### src/rtl/argmax_pkg.sv
// ============================================================================
//  Module      : argmax_pkg
//  Description : Shared types and helpers for the streaming argmax block.
//                ARGMAX_TIE_FIRST_EN selects the tie rule (lower index wins).
//  Revision    : 1.0  initial release
// ============================================================================
`default_nettype none

package argmax_pkg;

    typedef enum logic [0:0] {
        ST_ACC  = 1'b0,
        ST_HOLD = 1'b1
    } state_t;

`ifdef ARGMAX_TIE_FIRST_EN
    localparam logic c_TIE_LAST = 1'b0;
`else
    localparam logic c_TIE_LAST = 1'b1;
`endif

    // Number of bits needed to hold the value v (never less than one).
    function automatic int bits_for(input int v);
        int b;
        b = 1;
        for (int i = 1; i < 31; i++) begin
            if ((v >> i) != 0) begin
                b = i + 1;
            end
        end
        return b;
    endfunction

    // Replace the current best when the candidate is larger, or equal under the tie-last rule.
    function automatic logic take_new(input logic gt, input logic eq);
        return gt | (eq & c_TIE_LAST);
    endfunction

endpackage

`default_nettype wire

### src/rtl/argmax_lane_reduce.sv
// ============================================================================
//  Module      : argmax_lane_reduce
//  Description : Combinational reduce of P lanes to their maximum and lane index.
//  Revision    : 1.0  initial release
// ============================================================================
`default_nettype none

module argmax_lane_reduce
    import argmax_pkg::*;
#(
    parameter int P      = 2,
    parameter int M      = 32,
    parameter int SIGNED = 0
) (
    input  logic [P*M-1:0]           lanes,
    output logic [M-1:0]             max_val,
    output logic [bits_for(P-1)-1:0] max_lane
);

    localparam int LW = bits_for(P - 1);

    logic [M-1:0]  w_best;
    logic [LW-1:0] w_lane;
    logic [M-1:0]  w_cand;

    function automatic logic greater(input logic [M-1:0] a, input logic [M-1:0] b);
        if (SIGNED != 0) begin
            return $signed(a) > $signed(b);
        end
        return a > b;
    endfunction

    always_comb begin
        w_best = lanes[M-1:0];
        w_lane = '0;
        w_cand = '0;
        for (int k = 1; k < P; k++) begin
            w_cand = lanes[k*M +: M];
            if (take_new(greater(w_cand, w_best), w_cand == w_best)) begin
                w_best = w_cand;
                w_lane = LW'(k);
            end
        end
    end

    assign max_val  = w_best;
    assign max_lane = w_lane;

endmodule

`default_nettype wire

### src/rtl/argmax_stream.sv
// ============================================================================
//  Module      : argmax_stream
//  Description : Streaming P-lane argmax over N-element frames, valid/ready on
//                both sides. ARGMAX_TIE_FIRST_EN: ties keep the lower index.
//  Revision    : 1.0  initial release
// ============================================================================
`default_nettype none

module argmax_stream
    import argmax_pkg::*;
#(
    parameter int N      = 10,
    parameter int M      = 32,
    parameter int P      = 2,
    parameter int SIGNED = 0
) (
    input  logic                   clk,
    input  logic                   rst,
    input  logic                   in_valid,
    output logic                   in_ready,
    input  logic [P*M-1:0]         in_data,
    output logic                   out_valid,
    input  logic                   out_ready,
    output logic [M-1:0]           out_max,
    output logic [bits_for(N)-1:0] out_ind
);

    localparam int S  = bits_for(N);
    localparam int B  = N / P;
    localparam int BW = bits_for(B - 1);
    localparam int LW = bits_for(P - 1);

    generate
        if ((P < 1) || (P > N) || ((N % P) != 0)) begin : g_bad_cfg
            $error("argmax_stream: P must divide N and satisfy 1 <= P <= N");
        end
    endgenerate

    state_t        r_state;
    logic [BW-1:0] r_beat_cnt;
    logic [M-1:0]  r_run_max;
    logic [S-1:0]  r_run_ind;

    logic [M-1:0]  w_lane_max;
    logic [LW-1:0] w_lane_idx;
    logic [S-1:0]  w_beat_ind;
    logic          w_first;
    logic          w_last;
    logic          w_take;
    logic          w_accept;
    logic [M-1:0]  w_acc_max;
    logic [S-1:0]  w_acc_ind;

    function automatic logic greater(input logic [M-1:0] a, input logic [M-1:0] b);
        if (SIGNED != 0) begin
            return $signed(a) > $signed(b);
        end
        return a > b;
    endfunction

    argmax_lane_reduce #(
        .P      (P),
        .M      (M),
        .SIGNED (SIGNED)
    ) u_lane_reduce (
        .lanes    (in_data),
        .max_val  (w_lane_max),
        .max_lane (w_lane_idx)
    );

    assign w_beat_ind = S'(r_beat_cnt) * S'(P) + S'(w_lane_idx);
    assign w_first    = (r_beat_cnt == '0);
    assign w_last     = (r_beat_cnt == BW'(B - 1));

    // The first beat of a frame overwrites whatever the previous frame left behind.
    assign w_take    = w_first | take_new(greater(w_lane_max, r_run_max), w_lane_max == r_run_max);
    assign w_acc_max = w_take ? w_lane_max : r_run_max;
    assign w_acc_ind = w_take ? w_beat_ind : r_run_ind;

    // In HOLD the next frame may start only in the cycle the result is taken.
    assign in_ready = (r_state == ST_ACC) | out_ready;
    assign w_accept = in_valid & in_ready;

    always_ff @(posedge clk) begin
        if (rst) begin
            r_state    <= ST_ACC;
            r_beat_cnt <= '0;
            r_run_max  <= '0;
            r_run_ind  <= '0;
            out_valid  <= 1'b0;
            out_max    <= '0;
            out_ind    <= '0;
        end else begin
            if (w_accept) begin
                r_run_max  <= w_acc_max;
                r_run_ind  <= w_acc_ind;
                r_beat_cnt <= w_last ? '0 : r_beat_cnt + BW'(1);
            end
            // A completing beat in HOLD implies out_ready, so it doubles as the handshake.
            if (w_accept && w_last) begin
                out_max   <= w_acc_max;
                out_ind   <= w_acc_ind;
                out_valid <= 1'b1;
                r_state   <= ST_HOLD;
            end else if ((r_state == ST_HOLD) && out_ready) begin
                out_valid <= 1'b0;
                r_state   <= ST_ACC;
            end
        end
    end

endmodule

`default_nettype wire

### config.mk
export PLATFORM = sky130hd
export DESIGN_NAME = argmax_stream
export DESIGN_NICKNAME = d
export VERILOG_FILES = /design/src/rtl/argmax_pkg.sv /design/src/rtl/argmax_lane_reduce.sv /design/src/rtl/argmax_stream.sv
export SDC_FILE = /design/constraint.sdc
export NUM_CORES = 1
export LEC_CHECK = 0
export ABC_AREA = 1
export CAP_MARGIN = 20
export CORE_UTILIZATION = 40
export CTS_CLUSTER_DIAMETER = 30
export CTS_CLUSTER_SIZE = 40
export DETAILED_ROUTE_END_ITERATION = 10
export PLACE_DENSITY = 0.75
export REMOVE_ABC_BUFFERS = 1
export SLEW_MARGIN = 20
export SYNTH_ARGS = -nofsm -noshare
export SYNTH_HDL_FRONTEND = slang
export SYNTH_SLANG_ARGS = --single-unit
### constraint.sdc
create_clock -name clk -period 3.79 [get_ports clk]
set_input_delay 0.758 -clock clk [delete_from_list [all_inputs] [get_ports clk]]
set_output_delay 0.758 -clock clk [all_outputs]
set_load 0.005 [all_outputs]
Word-level counts from Yosys, hierarchy flattened

Index checks and enable logic that the tools add are counted.

Register bits after elaboration: 76
Output and inout port bits: 38
Word-level logic and storage cells: 30
Bits of input ports: 68

Muxes and demuxes: 7
Magnitude comparators: 2
Bitwise operators: 6
Reduce and logical (&&, ||, !) cells: 4
Eq/ne operators: 3
Add/subtract/negate cells: 2

Operators by type and width:

| cell                                                          | count |
|---|---|
| 32-bit equality test                                          | 2 |
| 32-bit > comparator                                           | 2 |
| 32-bit two-way mux                                            | 2 |
| 4-bit by 1-bit adder with 4-bit output                        | 1 |
| 4-bit two-way mux                                             | 1 |
| 1-bit OR                                                      | 4 |
| 3-bit by 1-bit adder with 3-bit output, second input constant | 1 |
| 3-bit equality test, second input constant                    | 1 |
| 3-bit zero test                                               | 1 |
| 1-bit two-way mux                                             | 3 |
| 3-bit two-way mux                                             | 1 |
| 1-bit logical AND                                             | 2 |
| 2-bit nonzero test                                            | 1 |
| 1-bit bitwise AND                                             | 1 |
| 1-bit inverter                                                | 1 |

Logic depth before layout (Yosys ltp)

Depth after elaboration: 7
Gate-level depth with buffers: 34
Mapped depth without buffers: 32

Modules after synthesis

Synthesis repeated with hierarchy kept, for this count alone.

Cell total of the unflattened synthesis: 884
Area total of the unflattened synthesis: 5889.4 um^2

Modules (own cells, without submodules):

| module             | seq. area each (um^2) | area each (um^2) | times used | cells an instance |
|---|---|---|---|---|
| argmax_stream      | 1521.5                | 4553.1           | 1          | 640 |
| argmax_lane_reduce | 0.0                   | 1336.3           | 1          | 244 |

Worst setup path before layout

Ideal clock, no wire load.

Path type: input -> register
From: input port in_data[29]
To: register r_run_max[10]
Arrival time: 3.489 ns
Path buffers: 2
Required time: 3.681 ns
Setup time: 0.109 ns
Slack: 0.192 ns
Stages: 22
Cells stage by stage: inv_1 -> ha_1 -> a21oi_1 -> nor2_1 -> nor3_1 -> nand2_1 -> a21oi_2 -> nand2_2 -> buf_4 -> nand2_1 -> nand2_1 -> ha_1 -> nand2_1 -> nor2_1 -> nand4_1 -> nor3_4 -> nand3_4 -> clkbuf_1 -> nand4_1 -> nand3_1 -> nand2_1 -> inv_1

Cells in the longest elaborated chain, start to end: 7

Ends and longest elaborated chain:

| what                                                        | line                                               | source |
|---|---|---|
| from (decl)                                                 | argmax_stream.sv:21                                | `input logic [P*M-1:0] in_data,` |
| 32-bit > comparator or 32-bit equality test (tied branches) | argmax_lane_reduce.sv:30, argmax_lane_reduce.sv:39 |  |
| 1-bit OR                                                    | argmax_pkg.sv:36                                   | `return gt \| (eq & c_TIE_LAST);` |
| 32-bit two-way mux (*)                                      | argmax_lane_reduce.sv:39                           | `if (take_new(greater(w_cand, w_best), w_cand == w_best)) begin` |
| 32-bit > comparator or 32-bit equality test (tied branches) | argmax_stream.sv:58, argmax_stream.sv:76           |  |
| 1-bit OR                                                    | argmax_pkg.sv:36                                   |  |
| 1-bit OR                                                    | argmax_stream.sv:76                                | `assign w_take = w_first \| take_new(greater(w_lane_max, r_run_max), w_lane_max == r_run_max);` |
| 32-bit two-way mux (*)                                      | argmax_stream.sv:77                                | `assign w_acc_max = w_take ? w_lane_max : r_run_max;` |
| to (signal assigned)                                        | argmax_stream.sv:95                                | `r_run_max <= w_acc_max;` |
| to (decl)                                                   | argmax_stream.sv:41                                | `logic [M-1:0] r_run_max;` |

Mark *: on every way between the ends. The rest lies on a longest branch, timed or not.
A chain may end at the register's enable or synchronous reset.

Final worst setup path

From: input port in_data[40]
To: register r_run_max[10]

Same word-level chain as after synthesis.

==> results.json <==
{
  "powerDensity_nw_per_um2": 363,
  "wire_per_inst_um": 16.3,
  "min_path_type": "register to register",
  "tns_ns": -0.115,
  "fin_area_um2": 8770,
  "cap_violations": 0,
  "max_slew_margin_pct": 57.9,
  "sequentialPowerShare_pct": 27.2,
  "cts_buffers": 9,
  "ios": 106,
  "grt_start_max_net_pins": 44,
  "max_freq_mhz": 261,
  "ant_nets": 0,
  "dpl_cell_area_um2": 7270,
  "leakagePower_uw": 0.00457,
  "yosysTopAreaCell": "dfxtp_1",
  "synthesis.area_um2": 5560,
  "slew_violations": 0,
  "finalNetCount": 1203,
  "cts_sinks": 76,
  "antenna_found_initial": 0,
  "internal_power_uw": 2040,
  "critPathSlowestCell": "dlygate4sd2_1",
  "final_hold_viol_count": 0,
  "cp-end-kind": "register",
  "post-route-drc-count": 0,
  "htree_levels": 3,
  "rows": 42,
  "netlist_instances": 892,
  "clock_skew_ns": 0.00637,
  "ys_types": 25,
  "dieArea_um2": 14400,
  "grt_pass1_wl_mm": 28.8,
  "io_buffers": 105,
  "dr.pass1.iters": 7,
  "yosysTopAreaCellShare_pct": 27.4,
  "fin_ws_ns": -0.0346,
  "yosys-top-cells-area": "dfxtp_1 27%, nand2_1 24%, ha_1 15%",
  "ys_ff_latch": 76,
  "worstPathRequired_ns": 4.03,
  "cp_max_fo": 6,
  "power.switching_uw": 1150,
  "cts_tree": "yes",
  "synthToLayoutAreaGrowth_pct": 57.6,
  "setup_violations": 7,
  "outcome": "finished with violations",
  "fp.dieH_um": 120,
  "avgSynthCellArea_um2": 6.24,
  "yosysWarnings": 0,
  "cp_num_buf_inv": 8,
  "drive_above_1_share_pct": 35.8,
  "yosysSeqAreaShare_pct": 27.4,
  "violations": "negative setup slack",
  "grt_pass1_vias": 6183,
  "start_kind": "primary input",
  "num_antenna_cells": 0,
  "clk_latency_ns": 0.35,
  "critPathMaxStageDelay_ns": 0.28,
  "routed_via_density": 5.38,
  "cts.clk_slew.worst_paths_ns": 0.06,
  "critical-path-top-delay-family": "simple AND/OR/NAND/NOR gates",
  "finalHoldWorstSlack_ns": 0.450,
  "coreArea_um2": 13400,
  "ir_drop_v": 0.000194,
  "track_usage_pct": 25.0,
  "drt_iter0_drc": 521,
  "initial_utilization_pct": 41.5,
  "fin_crit_sh_pct": 101,
  "worst_pin_slew_ns": 0.630,
  "swShare_pct": 36.0,
  "crit_type": "primary input to register",
  "period_minus_slack_ns": 3.82,
  "combPwrFrac_pct": 43.2,
  "vias": 6723,
  "die-width_um": 120,
  "arrival_ns": 4.07,
  "pwr-share-clk_pct": 29.6,
  "grt.overflow.total": 0,
  "p_total_uw": 3190,
  "dp_hpwl_mm": 11.6,
  "gp_congestion": 0.836,
  "clock_path_buffers": 2,
  "cts_root_buffer": "clkbuf_16",
  "routed_wl_mm": 20.4
}
cell usage in the layout (no fill, tap or decap), types with 3 or more instances in the layout:
cell / instances
clkbuf_16: 12
nand4_1: 40
nand2_4: 20
clkinv_2: 3
nor2_2: 6
inv_1: 103
buf_4: 71
clkdlybuf4s50_1: 41
nor3_2: 4
nand3_2: 21
nand2_2: 67
nor2_1: 17
buf_2: 3
a21oi_2: 14
nor2_4: 3
a21oi_1: 43
inv_2: 26
a21o_1: 3
nand3_1: 52
nand2_1: 274
buf_8: 3
dfxtp_1: 76
buf_6: 16
ha_4: 40
clkbuf_2: 52
o21ai_1: 4
ha_1: 24
buf_12: 7
power groups by stage:
| stage | Clock, uW | Sequential (uW) | Combinational (uW) |
|---|---|---|---|
| 2_1_floorplan | 0 | 874 | 529 |
| 3_3_place_gp | 0 | 878 | 875 |
| 3_5_place_dp | 0 | 879 | 890 |
| 4_1_cts | 943 | 862 | 1050 |
| 5_1_grt | 984 | 868 | 1480 |
| 6_report | 944 | 866 | 1380 |
worst paths after layout:
path                              startpoint                    endpoint  slack, ns  cells past startpoint
setup / recovery                 in_data[40]  r_run_max[10]$_SDFFE_PP0P_      -0.03                     31
hold / removal      out_max[31]$_SDFFE_PP0P_    out_max[31]$_SDFFE_PP0P_       0.45                      2
setup reg to reg  r_run_max[25]$_SDFFE_PP0P_  r_run_max[10]$_SDFFE_PP0P_       1.51                     16
hold reg to reg     out_max[31]$_SDFFE_PP0P_    out_max[31]$_SDFFE_PP0P_       0.45                      2
tightest hold or removal path: cells and delay by family, from the launching register on:
| kind | cells | cell delay, ns |
|---|---|---|
| flops | 1 | 0.30 |
| simple gates | 2 | 0.10 |
final cells by class:
| class | instances | area [um^2] |
|---|---|---|
| flip-flops and latches | 76 | 1520 |
| repair buffers | 204 | 1780 |
| clock inverters | 5 | 75.1 |
| clock buffers | 11 | 243 |
| inverters | 132 | 498 |
| fillers | 1071 | 4630 |
| multi-input cells | 646 | 4440 |
| well taps | 176 | 220 |
repair_timing:
item	4_1_cts	5_1_grt
pin swaps	29	100
setup endpoints to repair	72	72
hold buffers	0	0
endpoints found under the hold margin	0	0
gates resized for setup	144	316
gates cloned	7	2
setup buffers	7	10
cell usage after synthesis (all sizes together):
cell	instances
o21ai	7
nand3	74
a21o	3
clkbuf	20
nor2	26
xor2	1
nor4	1
nand2	361
buf	18
clkinv	2
a21oi	59
nand4	41
nor3	5
dfxtp	76
o21a	2
ha	66
inv	130
metal layers:
layer | vias to the layer above | track usage [%] | share of wire (%)
li1 | 3194 | - | -
met1 | 3038 | 30.2 | 40
met2 | 377 | 43.1 | 47
met3 | 114 | 5.47 | 8.1
met4 | 0 | 8.91 | 5.2
met5 | - | 0 | 0
stage by stage:
step                worst slack, ns  cells  utilization [%]
floorplan                     -1.09    854                -
global placement             -0.646   1210             54.3
detailed placement           -0.704   1210             54.3
CTS                         -0.0180   1240             60.1
global route                 -0.164   1250             65.4
finish                      -0.0346   1250             65.4
sequential cells by signal (all words and copies together), names as in the netlist:
register and cells:
out_max 32, r_run_max 32, out_ind 4, r_run_ind 4
r_beat_cnt 3, r_state 1
cell families after synthesis:
| group | count (synthesis) | share of synthesized area [%] |
|---|---|---|
| AND/OR/NAND/NOR | 508 | 38.8 |
| buffers and inverters | 170 | 12.1 |
| flip-flops | 76 | 27.4 |
| AO/OA/AOI/OAI | 71 | 6.75 |
| adder cells (fa/ha/maj) | 66 | 14.8 |
| XOR/XNOR | 1 | 0.157 |
Note: power is estimated with default switching activity, not from simulation.
